$ cat config.mk
export PLATFORM = sky130hd
export DESIGN_NAME = ins_prefetch
export DESIGN_NICKNAME = d
export VERILOG_FILES = /design/src/rtl/ins_prefetch.sv
export SDC_FILE = /design/constraint.sdc
export NUM_CORES = 1
export LEC_CHECK = 0
export CAP_MARGIN = 20
export CORE_ASPECT_RATIO = 2
export CORE_MARGIN = 2
export CORE_UTILIZATION = 35
export DETAILED_ROUTE_END_ITERATION = 7
export PLACE_DENSITY = 0.55
export SETUP_SLACK_MARGIN = 0.05
export SKIP_CTS_REPAIR_TIMING = 1
export SYNTH_ARGS = -nofsm -noshare
export SYNTH_HDL_FRONTEND = slang
export SYNTH_SLANG_ARGS = --single-unit
export TNS_END_PERCENT = 20
$ cat constraint.sdc
create_clock -name clk -period 5.2 [get_ports clk]
set_clock_uncertainty 0.1 [all_clocks]
set_input_delay 1.04 -clock clk [delete_from_list [all_inputs] [get_ports clk]]
set_output_delay 1.04 -clock clk [all_outputs]
set_load 0.01 [all_outputs]
$ cat src/rtl/ins_prefetch.sv
`timescale 1ns/1ps
// ins_prefetch
//   Sequential instruction prefetch buffer. It sits between external
//   instruction memory and the core fetch port. It issues in-order,
//   pipelined word reads ahead of the core PC into a small FIFO, and it
//   serves hits combinationally. A non-sequential fetch address flushes
//   the FIFO and restarts prefetch there. Reads still in flight from
//   before the redirect are discarded when they return.
//
// Ports
//   clk          rising-edge clock
//   nrst         asynchronous active-low reset
//   exIns_ren    core requests the instruction at exIns_addr
//   exIns_addr   core fetch address (bits [1:0] ignored)
//   exIns_valid  exIns_in holds the instruction for exIns_addr this cycle
//   exIns_in     instruction word to the core
//   mem_req      read request to memory
//   mem_addr     word-aligned request address
//   mem_gnt      memory accepted the request this cycle
//   mem_rvalid   read data valid (responses return in request order)
//   mem_rdata    read data
module ins_prefetch #(
    parameter int unsigned DEPTH    = 4,
    parameter int unsigned MAX_OUT  = 2,
    parameter logic [31:0] RESET_PC = 32'h0000_0000
) (
    input  logic        clk,
    input  logic        nrst,
    input  logic        exIns_ren,
    input  logic [31:0] exIns_addr,
    output logic        exIns_valid,
    output logic [31:0] exIns_in,
    output logic        mem_req,
    output logic [31:0] mem_addr,
    input  logic        mem_gnt,
    input  logic        mem_rvalid,
    input  logic [31:0] mem_rdata
);

    localparam int PTR_W = $clog2(DEPTH);
    localparam int CNT_W = $clog2(DEPTH + 1);
    localparam int OUT_W = $clog2(MAX_OUT + 1);
    localparam int OCC_W = $clog2(DEPTH + MAX_OUT + 1);

    logic [31:0]      fifo_mem [DEPTH];
    logic [PTR_W-1:0] rd_ptr;
    logic [PTR_W-1:0] wr_ptr;
    logic [CNT_W-1:0] count;
    logic [31:0]      base_addr;
    logic [31:0]      pf_addr;
    logic [OUT_W-1:0] outstanding;
    logic [OUT_W-1:0] drop;

    logic [31:0]      req_addr;
    logic             flush;
    logic             fifo_nempty;
    logic             hit;
    logic             grant;
    logic             push;
    logic [OCC_W-1:0] occupancy;

    assign req_addr    = {exIns_addr[31:2], 2'b00};
    assign flush       = exIns_ren && (req_addr != base_addr);
    assign fifo_nempty = (count != '0);
    assign hit         = exIns_ren && !flush && fifo_nempty;

    // Reads that will be dropped do not take FIFO space, so they are
    // excluded from the occupancy that throttles new requests. This also
    // keeps the FIFO from overflowing: every read that can be pushed has
    // a slot reserved at the time it is issued.
    assign occupancy = OCC_W'(count) + OCC_W'(outstanding) - OCC_W'(drop);

    assign mem_req  = nrst && !flush
                   && (outstanding < OUT_W'(MAX_OUT))
                   && (occupancy < OCC_W'(DEPTH));
    assign mem_addr = pf_addr;
    assign grant    = mem_req && mem_gnt;

    // A response that returns in a flush cycle belongs to the old stream
    // and is discarded along with the rest of the in-flight reads.
    assign push = mem_rvalid && (drop == '0) && !flush;

    assign exIns_valid = hit;
    assign exIns_in    = fifo_nempty ? fifo_mem[rd_ptr] : '0;

    always_ff @(posedge clk or negedge nrst) begin
        if (!nrst) begin
            rd_ptr      <= '0;
            wr_ptr      <= '0;
            count       <= '0;
            base_addr   <= RESET_PC;
            pf_addr     <= RESET_PC;
            outstanding <= '0;
            drop        <= '0;
        end else if (flush) begin
            rd_ptr      <= '0;
            wr_ptr      <= '0;
            count       <= '0;
            base_addr   <= req_addr;
            pf_addr     <= req_addr;
            outstanding <= outstanding - OUT_W'(mem_rvalid);
            drop        <= outstanding - OUT_W'(mem_rvalid);
        end else begin
            if (grant) begin
                pf_addr <= pf_addr + 32'd4;
            end
            if (grant && !mem_rvalid) begin
                outstanding <= outstanding + OUT_W'(1);
            end else if (!grant && mem_rvalid) begin
                outstanding <= outstanding - OUT_W'(1);
            end
            if (mem_rvalid && (drop != '0)) begin
                drop <= drop - OUT_W'(1);
            end
            if (push) begin
                wr_ptr <= wr_ptr + PTR_W'(1);
            end
            if (hit) begin
                rd_ptr    <= rd_ptr + PTR_W'(1);
                base_addr <= base_addr + 32'd4;
            end
            if (push && !hit) begin
                count <= count + CNT_W'(1);
            end else if (hit && !push) begin
                count <= count - CNT_W'(1);
            end
        end
    end

    // FIFO storage holds data only. Occupancy is tracked by the pointers
    // and count above, so the storage needs no reset.
    always_ff @(posedge clk) begin
        if (push) begin
            fifo_mem[wr_ptr] <= mem_rdata;
        end
    end

endmodule

# Word-level counts from Yosys, hierarchy flattened
# Memory sizes are Yosys's and may differ from the RTL's.
# Index checks and enable logic that the tools add are counted.
[totals]
ff_bits = 75
mem_bits_rw = 128
input_bits = 69
word_cells = 70
memories = 1
[op_classes]
addsub = 12
n_lt_le_gt_ge = 2
eq_ne = 1
mux = 19
n_reduce_logical = 28
[mem_list]
columns = ["memory", "words", "width", "read_ports", "rd_ports_with_merged_regs", "write_ports", "line", "rtl"]
rows = [
  ["fifo_mem", 4, 32, 1, 0, 1, "45", "logic [31:0] fifo_mem [DEPTH];"],
]
[op_table]
columns = ["cell", "count"]
rows = [
  ["$mux W32", 5],
  ["$add A32 B3 Y32 const B", 2],
  ["$ne A32 B32 Y1", 1],
  ["$mux W2", 9],
  ["$logic_and A1 B1 Y1", 14],
  ["$reduce_bool A2 Y1", 5],
  ["$mux W3", 3],
  ["$reduce_bool A3 Y1", 3],
  ["$add A2 B1 Y2 const B", 3],
  ["$logic_not A1 Y1", 5],
  ["$sub A2 B1 Y2 const B", 2],
  ["$add A3 B1 Y3 const B", 1],
  ["$add A3 B2 Y3", 1],
  ["$lt A3 B3 Y1 const B", 1],
  ["$sub A3 B1 Y3 const B", 1],
  ["$sub A3 B2 Y3", 1],
  ["$logic_not A2 Y1", 1],
  ["$lt A2 B2 Y1 const B", 1],
  ["$mux W1", 2],
  ["$sub A2 B1 Y2", 1],
]

# Depth between registers and ports, before layout
[logic_depth]
depth_word = 12
depth_mapped = 12

# Worst setup path before layout
# No wires, ideal clock.
[synth_timing]
path_type = "input-to-reg"
startpoint = "input exIns_addr[29]"
endpoint = "memory fifo_mem[0][0], enable pin"
setup_time_ns = 0.392
arrival_ns = 3.481
required_time_ns = 4.708
setup_slack_ns = 1.227
cell_stages = 7
n_path_buf = 1
path_cell_list = "xnor2_1 -> nand4_1 -> nor4_1 -> a31oi_1 -> clkbuf_1 -> nor2_1 -> and2_1"
[synth_via]
elab_chain_cells = 6
[synth_lines]
columns = ["item", "line", "rtl"]
rows = [
  ["start, declared", "30", "input logic [31:0] exIns_addr,"],
  ["$ne A32 B32 Y1", "63", "assign flush = exIns_ren && (req_addr != base_addr);"],
  ["$logic_and A1 B1 Y1", "63", ""],
  ["$logic_not A1 Y1", "81", "assign push = mem_rvalid && (drop == '0) && !flush;"],
  ["$logic_and A1 B1 Y1", "81", ""],
  ["$mux W1", "133", "if (push) begin"],
  ["$mux W1 (not written as such)", "134", "fifo_mem[wr_ptr] <= mem_rdata;"],
  ["end, declared", "45", ""],
]
# No other way between the ends.

# Worst setup path after layout
[layout_timing]
startpoint = "input exIns_addr[11]"
endpoint = "output mem_req"
[layout_via]
elab_chain_cells = 6
[layout_lines]
columns = ["item", "line", "rtl"]
rows = [
  ["$ne A32 B32 Y1", "63", ""],
  ["$logic_and A1 B1 Y1", "63", ""],
  ["$logic_not A1 Y1", "73", "assign mem_req = nrst && !flush"],
  ["$logic_and A1 B1 Y1", "73", ""],
  ["$logic_and A1 B1 Y1", "74", "&& (outstanding < OUT_W'(MAX_OUT))"],
  ["$logic_and A1 B1 Y1", "75", "&& (occupancy < OCC_W'(DEPTH));"],
  ["end, declared", "33", "output logic mem_req,"],
]
# No other way between the ends.

==> impl_metrics.tcl <==
set metrics [dict create \
    grt_use_met2_pct 36.3 \
    clockBufferDepth 2 \
    worst-path-buf-inv 2 \
    grt_pass1_vias 7371 \
    fin_ws_ns 0.212 \
    synth_edf_count 128 \
    start_kind "primary input" \
    gp_congestion 0.903 \
    power_mw 4.19 \
    syn_area_sq_mm 0.00971 \
    htreeDepth 4 \
    setup_tns_ns 0 \
    yosysSeqAreaShare_pct 57.9 \
    via_per_inst 5.36 \
    grt_busiest_layer "met2" \
    cts_tree "yes" \
    p_int_mw 2.91 \
    cp_data_arrival_time_ns 3.85 \
    pre_cts_slack_ns 0.186 \
    stdcell_area_sq_mm 0.0120 \
    p_leak_nw 4.09 \
    clock-sinks 199 \
    io_pins 135 \
    ys_seq_elements 199 \
    switching_share_pct 30.6 \
    rsz0062_at_grt "false" \
    numCtsBuffers 17 \
    synth_top_area_share_pct 39.6 \
    netlist_instances 776 \
    finalWirelength_um 26700 \
    drv_cap 0 \
    synth_ff_type "edfxtp_1" \
    die_w_um 122 \
    hp-class "in2async" \
    yosysTopAreaCell "edfxtp_1" \
    maxSlewHeadroom_pct 41.3 \
    cts_root_buf "clkbuf_16" \
    nFillCells 2627 \
    powerDensity_mw_per_mm2 348 \
    grt_max_degree 71 \
    power_frac_comb_pct 24.1 \
    hold_viol_final 0 \
    dp_cells 1246 \
    crit_top_cell "clkdlybuf4s50_1" \
    dpl.hpwl_um 19300 \
    critPathTopFamily "simple AND/OR/NAND/NOR gates" \
    start_util_pct 35.4 \
    core_sq_mm 0.0274 \
    period_minus_slack_ns 4.99 \
    fin_nets 994 \
    setup_viol 0 \
    final_cell_mix "clkdlybuf4s50_1, edfxtp_1, dfrtp_1, nand2_1, xnor2_1" \
    fmax_mhz 200 \
    drt-initial-drc-count 363 \
    path_clk_slew_ns 0.08 \
    placed_cell_area_sq_mm 0.0115 \
    fin_cells 1278 \
    ant_nets 0 \
    grt_antenna_before_repair 0 \
    final_layout_size_suffix_gt1_share_pct 11.2 \
    synthArstFlopShare_pct 35.7 \
    cp_cell_sequence "clkdlybuf4s50_1 -> xnor2_1 -> nand4_1 -> or4_1 -> o31ai_4 -> and4_1 -> clkdlybuf4s50_1" \
    die-area_sq_mm 0.0292 \
    syn_area_per_cell_sq_um 12.5 \
    grt_use_met3_pct 3.00 \
    dr.pass1.iters 5 \
    synth_warnings 0 \
    layout_commonest_cell "clkdlybuf4s50_1" \
    numPortBuffers 130 \
    drt_drc_violations_left 0 \
    n_antenna_cell 0 \
    use_met1_pct 19.0 \
    synthDistinctLibCells 65 \
    worst_pin_slew_ns 0.873 \
    area_growth_pct 24.1 \
    switching_power_mw 1.28 \
    period_share_pct 95.9 \
    die_h_um 240 \
    slew_viol_final 0 \
    grt_use_total_pct 19.3 \
    cp_max_fo 2 \
    critPathCaptureType "output port" \
    clock_latency_ns 0.46 \
    path_class "in2out" \
    num_rows 86 \
    p_seq_share_pct 45.2 \
    peakVddDrop_mv 0.251 \
    critical_path.max_stage_delay_ns 0.61 \
    required_ns 4.06 \
    yosys-top-cells-area "edfxtp_1, dfrtp_1, mux4_2" \
    wire_per_inst_um 20.9 \
    via_count 6853 \
    overflow 0 \
    status "completed" \
    grt_pass1_wl_um 41500 \
    clkPwrFrac_pct 30.6 \
    cp_slowest_cell "or4_1" \
]
-- worst reg2reg max path: stages, from the launching register on --
cell and delay [ns]:
dfrtp_1 0.46, inv_1 0.11, fa_1 0.51, inv_1 0.04
ha_1 0.28, and3b_1 0.21, nor4_1 0.57, o21ai_1 0.43
nor4_1 0.33, xor2_1 0.11, a21o_1 0.19
-- power groups by stage --
| stage | Sequential, mW | Combinational [mW] | Clock, mW |
|---|---|---|---|
| floorplan | 1.91 | 0.526 | 0 |
| global placement | 1.93 | 1.02 | 0 |
| detailed placement | 1.93 | 1.02 | 0 |
| CTS | 1.90 | 1.03 | 1.32 |
| global route | 1.91 | 1.11 | 1.37 |
| finish | 1.90 | 1.01 | 1.29 |
-- metrics by stage --
| step | hold WS, ns | utilization, % |
|---|---|---|
| detailed placement | 0.385 | 41.8 |
| CTS | 0.292 | 43.9 |
| floorplan | 0.384 | - |
| finish | 0.316 | 43.9 |
| global route | 0.311 | 43.9 |
| global placement | 0.380 | 41.8 |
-- cell usage after synthesis (all sizes together) (3+ instances only) --
master	number
nand4	20
xnor2	60
or3	5
xor2	8
o311ai	3
ha	10
a31oi	3
and3	7
a22oi	3
buf	11
or4	8
o211a	3
o221a	3
nor2	31
mux4	32
edfxtp	128
nor3	31
a21o	3
nand2	64
a21oi	20
clkbuf	29
dfrtp	71
a221o	5
nor3b	3
o21a	3
nor4	18
and4	5
and2	38
o211ai	6
inv	28
mux2i	8
o21ai	51
a32oi	3
nand3	27
-- flip-flops by register name (all words and copies together), names as in the netlist --
| signal | count |
|---|---|
| count | 3 |
| wr_ptr | 2 |
| outstanding | 2 |
| drop | 2 |
| base_addr | 30 |
| mem_addr | 30 |
| fifo_mem | 128 |
| rd_ptr | 2 |
-- metal layers --
layer,up-vias,routed length (um)
li1,3181,-
met1,3399,9070
met2,205,15100
met3,68,920
met4,0,1560
met5,-,0
-- kinds of logic after synthesis --
group	count (synthesis)	share of synthesized area, %
fa+ha+maj	12	1.70
flops	199	57.9
buf+inv	68	3.00
simple gates	267	14.7
xor+xnor	68	6.21
mux	40	8.25
other cells	1	0.0386
compound gates	121	8.19
-- cell type report --
cell class / count / area (sq um) / area share, %
sequential: 199 / 5620 / 46.7
multi-input combinational: 510 / 3810 / 31.7
timing repair buffer: 157 / 1500 / 12.5
tap: 352 / 440 / 3.66
clock buffer: 17 / 425 / 3.53
clock inverter: 15 / 136 / 1.13
inverter: 28 / 105 / 0.873
-- path summary, 6_finish.rpt --
check,startpoint,endpoint,slack [ns],cells after the start
hold / removal,nrst,outstanding[0]$_DFFE_PN0P_,0.32,1
hold reg to reg,rd_ptr[0]$_DFFE_PN0P_,rd_ptr[0]$_DFFE_PN0P_,0.40,1
max in group asynchronous,nrst,mem_addr[18]$_DFFE_PN0P_,3.40,3
setup reg to reg,outstanding[1]$_DFFE_PN0P_,mem_addr[29]$_DFFE_PN0P_,1.76,10
setup / recovery,exIns_addr[11],mem_req,0.21,7
min in group clk,rd_ptr[0]$_DFFE_PN0P_,rd_ptr[0]$_DFFE_PN0P_,0.40,1
No activity file was read; power rests on OpenSTA's default activity.
